<file path="config.mk">
export PLATFORM = sky130hd
export DESIGN_NAME = fetch_sequencer
export DESIGN_NICKNAME = d
export VERILOG_FILES = /design/src/rtl/fetch_sequencer.sv
export SDC_FILE = /design/constraint.sdc
export NUM_CORES = 1
export LEC_CHECK = 0
export CAP_MARGIN = 20
export CORE_ASPECT_RATIO = 0.5
export CORE_MARGIN = 2
export CORE_UTILIZATION = 35
export CTS_CLUSTER_DIAMETER = 30
export DETAILED_ROUTE_END_ITERATION = 7
export GPL_TIMING_DRIVEN = 0
export PLACE_DENSITY_LB_ADDON = 0.2
export SYNTH_ARGS = -nofsm -noshare
export SYNTH_HDL_FRONTEND = slang
export SYNTH_SLANG_ARGS = --single-unit
</file>
<file path="constraint.sdc">
create_clock -name clk -period 2.3 [get_ports clk]
set_input_delay 0.575 -clock clk [delete_from_list [all_inputs] [get_ports clk]]
set_output_delay 0.575 -clock clk [all_outputs]
set_load 0.03 [all_outputs]
</file>
<file path="src/rtl/fetch_sequencer.sv">
// Fetch-stage controller: owns the PC, runs the imem req/ack handshake and loads IF/ID.
// Absorbs memory latency, holds fetched words across stalls and squashes wrong-path fetches.
module fetch_sequencer #(
    parameter logic [31:0] RESET_PC = 32'h0000_0000,
    parameter int unsigned TIMEOUT  = 16
) (
    input  logic        clk,
    input  logic        rst_n,
    input  logic        stall,
    input  logic        branch_taken,
    input  logic [31:0] branch_target,
    input  logic        jump,
    input  logic [31:0] jump_target,
    output logic        imem_req,
    output logic [31:0] imem_addr,
    input  logic        imem_ack,
    input  logic [31:0] imem_rdata,
    output logic [31:0] if_id_instr,
    output logic [31:0] if_id_pc4,
    output logic        if_id_valid,
    output logic        imem_err
);
    localparam int unsigned CW = $clog2(TIMEOUT + 1);
    localparam logic [CW-1:0] CNT_MAX = CW'(TIMEOUT);

    typedef enum logic [1:0] {IDLE, FETCH, HOLD} state_t;

    state_t        state, state_n;
    logic [31:0]   pc, pc_n;
    logic [31:0]   instr_n, pc4_n;
    logic          valid_n, err_n;
    logic [31:0]   hold_buf, hold_buf_n;
    logic          redir_pend, redir_pend_n;
    logic [31:0]   redir_pc, redir_pc_n;
    logic [CW-1:0] wait_cnt, wait_cnt_n;

    logic          redir;
    logic [31:0]   target;
    logic [31:0]   pc_plus4;

    // Branch resolves in EX, so it is older than an ID-stage jump and takes priority.
    assign redir     = branch_taken | jump;
    assign target    = (branch_taken ? branch_target : jump_target) & ~32'd3;
    assign pc_plus4  = pc + 32'd4;
    assign imem_req  = (state == FETCH);
    assign imem_addr = pc;

    always_ff @(posedge clk) begin
        if (!rst_n) begin
            state       <= IDLE;
            pc          <= RESET_PC;
            if_id_instr <= '0;
            if_id_pc4   <= '0;
            if_id_valid <= 1'b0;
            imem_err    <= 1'b0;
            hold_buf    <= '0;
            redir_pend  <= 1'b0;
            redir_pc    <= '0;
            wait_cnt    <= '0;
        end else begin
            state       <= state_n;
            pc          <= pc_n;
            if_id_instr <= instr_n;
            if_id_pc4   <= pc4_n;
            if_id_valid <= valid_n;
            imem_err    <= err_n;
            hold_buf    <= hold_buf_n;
            redir_pend  <= redir_pend_n;
            redir_pc    <= redir_pc_n;
            wait_cnt    <= wait_cnt_n;
        end
    end

    always_comb begin
        state_n      = state;
        pc_n         = pc;
        instr_n      = if_id_instr;
        pc4_n        = if_id_pc4;
        valid_n      = if_id_valid;
        hold_buf_n   = hold_buf;
        redir_pend_n = redir_pend;
        redir_pc_n   = redir_pc;
        wait_cnt_n   = '0;

        if (redir) valid_n = 1'b0;

        unique case (state)
            IDLE: state_n = FETCH;

            FETCH: begin
                if (imem_ack) begin
                    if (redir) begin
                        pc_n         = target;
                        redir_pend_n = 1'b0;
                    end else if (redir_pend) begin
                        // Late ack of a squashed fetch: drop the word, then head for the saved target.
                        pc_n         = redir_pc;
                        redir_pend_n = 1'b0;
                        if (!stall) valid_n = 1'b0;
                    end else if (!stall) begin
                        instr_n = imem_rdata;
                        pc4_n   = pc_plus4;
                        valid_n = 1'b1;
                        pc_n    = pc_plus4;
                    end else begin
                        hold_buf_n = imem_rdata;
                        state_n    = HOLD;
                    end
                end else begin
                    wait_cnt_n = (wait_cnt == CNT_MAX) ? wait_cnt : wait_cnt + CW'(1);
                    if (redir) begin
                        redir_pend_n = 1'b1;
                        redir_pc_n   = target;
                    end else if (!stall) begin
                        valid_n = 1'b0;
                    end
                end
            end

            HOLD: begin
                if (redir) begin
                    pc_n    = target;
                    state_n = FETCH;
                end else if (!stall) begin
                    instr_n = hold_buf;
                    pc4_n   = pc_plus4;
                    valid_n = 1'b1;
                    pc_n    = pc_plus4;
                    state_n = FETCH;
                end
            end

            default: state_n = IDLE;
        endcase

        err_n = imem_err | (wait_cnt_n == CNT_MAX);
    end
endmodule

</file>
# After elaboration in Yosys (flattened, before gate mapping)
# Cells that the tools add are included.
# Widths: inputs -> output; s select.
[totals]
inputBits = 102
elab_cells = 80
regBits = 168
output_inout_bits = 99
[op_classes]
add_sub_neg = 2
bitwise = 5
reduce_logical = 10
n_mux = 41
eq_ne = 12
[ops]
columns = ["cell", "n"]
rows = [
  ["$mux 32", 17],
  ["$pmux 32 s2", 3],
  ["$add 32x3->32 const B", 1],
  ["$mux 5", 3],
  ["$reduce_and 5->1", 3],
  ["$mux 2", 6],
  ["$ne 2x2->1 const B", 6],
  ["$eq 5x5->1 const B", 2],
  ["$mux 1", 10],
  ["$reduce_and 7->1", 1],
  ["$pmux 2 s3", 1],
  ["$add 5x1->5 const B", 1],
  ["$reduce_and 2->1", 2],
  ["$reduce_bool 2->1", 2],
  ["$ne 3x3->1 const B", 1],
  ["$not 1->1", 3],
  ["$reduce_and 3->1", 1],
  ["$eq 2x1->1 const B", 1],
  ["$eq 2x2->1 const B", 1],
  ["$logic_not 2->1", 1],
  ["$ne 2x1->1 const B", 1],
  ["$or 1x1->1", 2],
  ["$pmux 1 s2", 1],
]

# Logic depth before layout (Yosys ltp)
# Gate-level depths: netlist of the first run.
[depth]
ltp_word = 7
ltp_mapped = 10
depth_no_buf = 7

# Least setup slack after synthesis of the first run
# OpenSTA, ideal clock, no wires.
[synth_path]
path_kind = "flip-flop to flip-flop"
start = "register pc[2] (netlist: imem_addr[2])"
end = "register if_id_pc4[26]"
path_buffers = 2
slack_ps = 146
synth_period_minus_slack_ps = 2154
t_required_ps = 2178
stages_incl_launch_ff = 9
t_arrival_ps = 2032
setup_ps = 122
path_cell_list = "dfxtp_1 -> ha_1 -> and4_1 -> buf_6 -> nand4_4 -> buf_6 -> nor4_4 -> xnor2_1 -> a21oi_2"
[synth_between]
elab_chain_len = 6
word_cells_on_any_way = 7
classes_between = "add/sub: 1; mux: 6"
[synth_lines]
columns = ["element", "line", "text"]
rows = [
  ["start, declared", "29", "logic [31:0] pc, pc_n;"],
  ["start signal, assigned", "62", "pc <= pc_n;"],
  ["$add 32x3->32 *", "44", "assign pc_plus4 = pc + 32'd4;"],
  ["$mux 32 *", "100, 124", ""],
  ["$mux 32", "95", "end else if (redir_pend) begin"],
  ["$mux 32", "92", "if (redir) begin"],
  ["$mux 32", "91", "if (imem_ack) begin"],
  ["$pmux 32 s2 *", "87", "unique case (state)"],
  ["end signal, assigned", "64", "if_id_pc4 <= pc4_n;"],
  ["end, declared", "19", "output logic [31:0] if_id_pc4,"],
]
# Mark *: on every way between the ends. The rest lies on a longest branch, timed or not. The select of a mux whose other input is x is not followed.
# A chain may end at the register's enable or synchronous reset.

# Worst setup path after layout of the first run
[layout_path]
start = "register pc[25] (netlist: imem_addr[25])"
end = "output imem_addr[25]"
[layout_lines]
columns = ["element", "line", "text"]
rows = [
  ["end, declared", "15", "output logic [31:0] imem_addr,"],
]
# No word-level cell between the ends.

==> results of run 1 <==
## registers in the layout, summed over array words and instances (netlist names)
| name | flops |
|---|---|
| hold_buf | 32 |
| if_id_instr | 32 |
| if_id_pc4 | 30 |
| imem_addr | 30 |
| redir_pc | 30 |
| wait_cnt | 5 |
| state | 2 |
| if_id_valid | 1 |
| imem_err | 1 |
| redir_pend | 1 |
## kinds of logic (layout without fill, tap and decap cells)
| group | after synthesis | in the layout | synth area share (%) |
|---|---|---|---|
| simple gates | 354 | 354 | 20.3 |
| flops | 164 | 164 | 39.1 |
| compound gates | 292 | 292 | 23.2 |
| other cells | 1 | 4 | 0.0447 |
| xor+xnor | 36 | 36 | 3.76 |
| mux | 53 | 53 | 6.34 |
| fa+ha+maj | 6 | 6 | 0.895 |
| buf+inv | 113 | 345 | 6.34 |
## routing by layer
layer | global-route usage, % | up-vias
li1 | - | 4125
met1 | 36.8 | 4223
met2 | 38.3 | 415
met3 | 7.16 | 47
met4 | 8.05 | 0
met5 | 0 | -
## through the flow
step	utilization, %	cell area, sq um
final	50.0	11600
after global routing	50.0	11600
after CTS	49.4	11400
after detailed placement	46.2	10700
after global placement	46.2	10700
after floorplan	-	8400
## what timing repair did
| action | in CTS | in global routing |
|---|---|---|
| setup endpoints to repair | 162 | 155 |
| setup buffers | 3 | 6 |
| gates resized for setup | 43 | 60 |
| hold endpoints to repair | 0 | 0 |
| pin swaps | 1 | 2 |
## placed cells by master (no fill, tap or decap), types with 10 or more instances in the layout
| cell type | instances |
|---|---|
| clkbuf_2 | 23 |
| nor2_1 | 117 |
| nand2_1 | 111 |
| mux2i_1 | 51 |
| a22oi_1 | 17 |
| inv_1 | 16 |
| o22ai_1 | 10 |
| o21ai_0 | 51 |
| clkdlybuf4s50_1 | 182 |
| nand3_1 | 21 |
| xor2_1 | 19 |
| a21oi_1 | 71 |
| a211oi_1 | 64 |
| a22o_1 | 10 |
| clkbuf_1 | 29 |
| xnor2_1 | 17 |
| clkbuf_16 | 17 |
| buf_2 | 17 |
| dfxtp_1 | 162 |
| buf_4 | 20 |
| nor3_1 | 21 |
| a31oi_1 | 14 |
## how the worst max path moves through the flow
stage | slack (ns) | cells after the start | to | startpoint
2_1_floorplan | 0.15 | 8 | if_id_pc4[26] | imem_addr[2]
5_1_grt | -0.02 | 1 | imem_addr[25] | imem_addr[25]
4_1_cts | -0.08 | 7 | imem_addr[28] | imem_addr[3]
3_5_place_dp | -0.93 | 8 | if_id_instr[26] | jump
6_report | 0.03 | 1 | imem_addr[25] | imem_addr[25]
3_3_place_gp | -0.87 | 8 | if_id_instr[26] | jump
## power by group through the flow
stage | logic, uW | clock network [uW] | registers [uW]
after floorplan | 646 | 0 | 3250
after global placement | 1400 | 0 | 3140
after detailed placement | 1410 | 0 | 3140
after CTS | 1430 | 3160 | 3080
after global routing | 1570 | 3280 | 3100
final | 1480 | 3130 | 3080
## worst reg2reg max path, delay by kind of cell (launching register included)
| kind | cells | cell delay, ns |
|---|---|---|
| flops | 1 | 0.39 |
| buf+inv | 2 | 0.39 |
| simple gates | 3 | 0.90 |
| compound gates | 2 | 0.42 |
## layout make-up
class,instances,area share (%)
Tap cell,307,3.31
Timing Repair Buffer,201,17.2
Clock inverter,11,1.52
Multi-Input combinational cell,745,40.4
Inverter,18,0.637
Sequential cell,164,28.4
Buffer,94,4.62
Clock buffer,21,3.97
==> flow_metrics.tcl, run 1 <==
set metrics [dict create \
    holdWs_ns 0.453 \
    vias 8810 \
    drt_iter0_drc 963 \
    clk_pin_slew_ns 0.07 \
    antenna_found_initial 1 \
    ioPinCount 201 \
    fin_ws_ns 0.0328 \
    register_area_sq_um 3290 \
    synth_edf_count 0 \
    wl_met3_microns 3100 \
    wl_met2_microns 14000 \
    clock-skew-final_ns 0.00817 \
    cts_tree "built" \
    cp_num_buf_inv 1 \
    hpwl_microns 24600 \
    cts_buffer_depth 2 \
    fillers 2233 \
    regToRegStartpoint "imem_addr[4]" \
    grt_pass1_vias 8351 \
    crit_type "reg2out" \
    min_from "hold_buf[15]" \
    path_max_fanout 7 \
    synthArstFlopShare_pct 0 \
    ir_drop_mv 0.440 \
    crit_chain "clkdlybuf4s50_1" \
    multi_input_comb_area_sq_um 4690 \
    clk_latency_ns 0.44 \
    placed_cells 1521 \
    r2r_slack_ns 0.09 \
    r2r_cells 7 \
    p_sw_share_pct 29.4 \
    worstPathRequired_ns 1.73 \
    worstMarginPinSlew_ns 0.744 \
    drcViolationCount 0 \
    ys_types 77 \
    cpPeakStageDelay_ns 0.76 \
    critPathTopFamily "buffers and inverters" \
    p_comb_share_pct 19.2 \
    finalNetCount 1349 \
    yosys_warnings 0 \
    hold_class "reg2reg" \
    finalCriticalPeriod_ns 2.27 \
    clkSinkCount 164 \
    finalSetupViolations 0 \
    yosysTopAreaCell "dfxtp_1" \
    p_leak_uw 0.00399 \
    dp_slack_ns -0.934 \
    dr.pass1.iters 5 \
    synthTopCellsByCount "dfxtp_1 (164), nor2_1 (119), nand2_1 (112), a21oi_1 (71), a211oi_1 (65)" \
    synth.avg_cell_area_sq_um 8.23 \
    port_buffers 192 \
    drive_above_1_share_pct 12.3 \
    finalPower_uw 7690 \
    synth_seq_area_share_pct 39.1 \
    wl_met1_microns 15200 \
    routed_wl_microns 33000 \
    finalHoldViolations 0 \
    ant_nets 0 \
    fmax_mhz 441 \
    arrival_ns 1.69 \
    p_seq_share_pct 40.1 \
    min_period_over_period_pct 98.6 \
    synth_cells 1019 \
    grt_usage_pct 26.0 \
    cts_max_level 4 \
    grt_max_degree 17 \
    antenna_cells 0 \
    power.internal_uw 5430 \
    root_buffer "clkbuf_16" \
    p_sw_uw 2260 \
    start_util_pct 36.2 \
    cts_hold_buf 0 \
    hold_depth 2 \
    viasPerCell 5.64 \
    routed.top_layer "met4" \
    die_w_microns 223 \
    die_h_microns 113 \
    area_growth_pct 38.2 \
    grt_overflow 0 \
    wl_per_cell_microns 21.1 \
    rr_endpoint "imem_addr[31]" \
    drv_slew 0 \
    startpoint_type "flip-flop" \
    crit_path_end_kind "output port" \
    grt_first_pass_wirelength_microns 49900 \
    syn_area_sq_um 8390 \
    powerDensity_nw_per_um2 663 \
    dieArea_sq_um 25300 \
    tns_ns 0 \
    pwr-share-clk_pct 40.7 \
    synth.most_common_cell "dfxtp_1" \
    cp_slowest_cell "clkdlybuf4s50_1" \
    synth_ff_type "dfxtp_1" \
    synth_area_leaders "dfxtp_1 (39%), mux2i_1 (6.2%), a211oi_1 (5.8%)" \
    rows 39 \
    min_to "hold_buf[15]" \
    run_status "finished, final reports clean" \
    cap_violations 0 \
    core_area_sq_um 23200 \
    cts_buffers 17 \
    fin_cells 1561 \
    synth-seq-cells 164 \
    yosysTopAreaCellShare_pct 39.1 \
    slew-limit-headroom_pct 49.9 \
    place.gp.congestion 0.919 \
]
(Power assumes the default switching activity.)
==> inputs of run 2 (changes only) <==
CELL_PAD_IN_SITES_DETAIL_PLACEMENT = 2   (was not set)
CELL_PAD_IN_SITES_GLOBAL_PLACEMENT = 2   (was not set)
CORE_UTILIZATION = 29   (was 35)
==> flow_metrics.tcl, run 2 (synthesis gave the netlist of run 1 again) <==
set metrics [dict create \
    run_status "finished, final reports clean" \
    clk_latency_ns 0.46 \
    ant_nets 0 \
    drcViolationCount 0 \
    ioPinCount 201 \
    grt_first_pass_wirelength_microns 58900 \
    wl_per_cell_microns 23.6 \
    fin_cells 1633 \
    drt_iter0_drc 492 \
    min_period_over_period_pct 98.5 \
    rows 43 \
    finalSetupViolations 0 \
    vias 8952 \
    p_sw_share_pct 32.3 \
    root_buffer "clkbuf_16" \
    cts_buffer_depth 2 \
    cts_buffers 17 \
    hpwl_microns 28800 \
    clkSinkCount 164 \
    holdWs_ns 0.460 \
    placed_cells 1596 \
    p_comb_share_pct 20.4 \
    multi_input_comb_area_sq_um 4740 \
    die_w_microns 245 \
    slew-limit-headroom_pct 44.0 \
    grt_max_degree 17 \
    path_max_fanout 10 \
    worstPathRequired_ns 2.63 \
    powerDensity_nw_per_um2 631 \
    ir_drop_mv 0.579 \
    finalPower_uw 7350 \
    fmax_mhz 441 \
    dp_slack_ns -1.27 \
    crit_path_end_kind "flip-flop" \
    startpoint_type "input port" \
    min_from "hold_buf[2]" \
    fillers 3154 \
    tns_ns 0 \
    grt_usage_pct 25.4 \
    power.internal_uw 4980 \
    finalNetCount 1346 \
    hold_class "reg2reg" \
    clock-skew-final_ns 0.00980 \
    top_regs "hold_buf (32), if_id_instr (32)" \
    finalHoldViolations 0 \
    cts_max_level 4 \
    regToRegStartpoint "state[1]" \
    cts_tree "built" \
    pwr-share-clk_pct 37.7 \
    viasPerCell 5.48 \
    drive_above_1_share_pct 12.9 \
    dr.pass1.iters 5 \
    p_seq_share_pct 41.9 \
    worstMarginPinSlew_ns 0.840 \
    core_area_sq_um 28100 \
    p_leak_uw 0.00403 \
    hold_depth 2 \
    register_area_sq_um 3290 \
    layout_common_cells "clkdlybuf4s50_1 (179), dfxtp_1 (161), nor2_1 (117), nand2_1 (111), a21oi_1 (71)" \
    drv_slew 0 \
    crit_type "in2reg" \
    rsz0062_at_grt "yes" \
    cpPeakStageDelay_ns 0.56 \
    cts_hold_buf 0 \
    routed_wl_microns 38500 \
    crit_chain "clkdlybuf4s50_1, nand3b_1, clkbuf_2, nor3_4, and3_1, mux2i_1, a21oi_1" \
    arrival_ns 2.60 \
    dieArea_sq_um 30400 \
    r2r_slack_ns 0.08 \
    cp_slowest_cell "clkdlybuf4s50_1" \
    r2r_cells 8 \
    grt_pass1_vias 9674 \
    min_to "hold_buf[2]" \
    die_h_microns 124 \
    fin_ws_ns 0.0343 \
    final_common_cell "clkdlybuf4s50_1" \
    clk_pin_slew_ns 0.07 \
    antenna_cells 0 \
    antenna_found_initial 1 \
    rr_endpoint "imem_addr[10]" \
    place.gp.congestion 0.836 \
    area_growth_pct 39.0 \
    p_sw_uw 2380 \
    grt_overflow 0 \
    cap_violations 0 \
    finalCriticalPeriod_ns 2.27 \
    port_buffers 192 \
    start_util_pct 29.9 \
]
run 2: critical path, delay by kind of cell:
kind	cells	cell delay [ns]
buffers and inverters	2	0.89
AO/OA/AOI/OAI	1	0.08
multiplexers	1	0.20
AND/OR/NAND/NOR	3	0.84
run 2: what timing repair did:
action,in CTS,in global routing
endpoints found under the setup margin,165,120
pin swaps,3,0
resized for setup,57,68
setup buffers,5,1
cloned,0,1
run 2: metrics by stage:
step	util, %	instance area, sq um
2_1_floorplan	-	8400
3_3_place_gp	38.5	10800
3_5_place_dp	38.5	10800
4_1_cts	40.9	11500
5_1_grt	41.5	11700
6_report	41.5	11700
run 2: worst max path at each step:
stage,to,cells past startpoint,slack [ns],from
6_report,imem_addr[15],7,0.03,stall
5_1_grt,imem_addr[26],8,-0.03,imem_addr[2]
4_1_cts,if_id_instr[23],9,-0.03,imem_ack
3_5_place_dp,if_id_pc4[2],7,-1.27,jump
3_3_place_gp,if_id_instr[11],7,-1.19,jump
2_1_floorplan,if_id_pc4[26],8,0.15,imem_addr[2]
run 2: power by group through the flow:
stage	Combinational (uW)	Sequential, uW	Clock [uW]
final	1500	3080	2770
after global routing	1600	3100	2960
after CTS	1470	3080	2820
after detailed placement	1440	3140	0
after global placement	1410	3140	0
after floorplan	646	3250	0
run 2: layout make-up:
class	count	area share (%)
well taps	382	4.10
plain buffers	93	4.78
clock buffers	20	3.83
repair buffers	198	16.9
clock inverters	12	0.869
flip-flops and latches	164	28.2
multi-input cells	746	40.6
inverters	18	0.633
run 2: metal layers:
metal | part of all wire, % | vias to the layer above | global-route usage (%)
li1 | - | 4116 | -
met1 | 45 | 4577 | 32.8
met2 | 48 | 215 | 42.8
met3 | 5.3 | 42 | 5.17
met4 | 1.7 | 2 | 7.07
met5 | 0.031 | - | 0
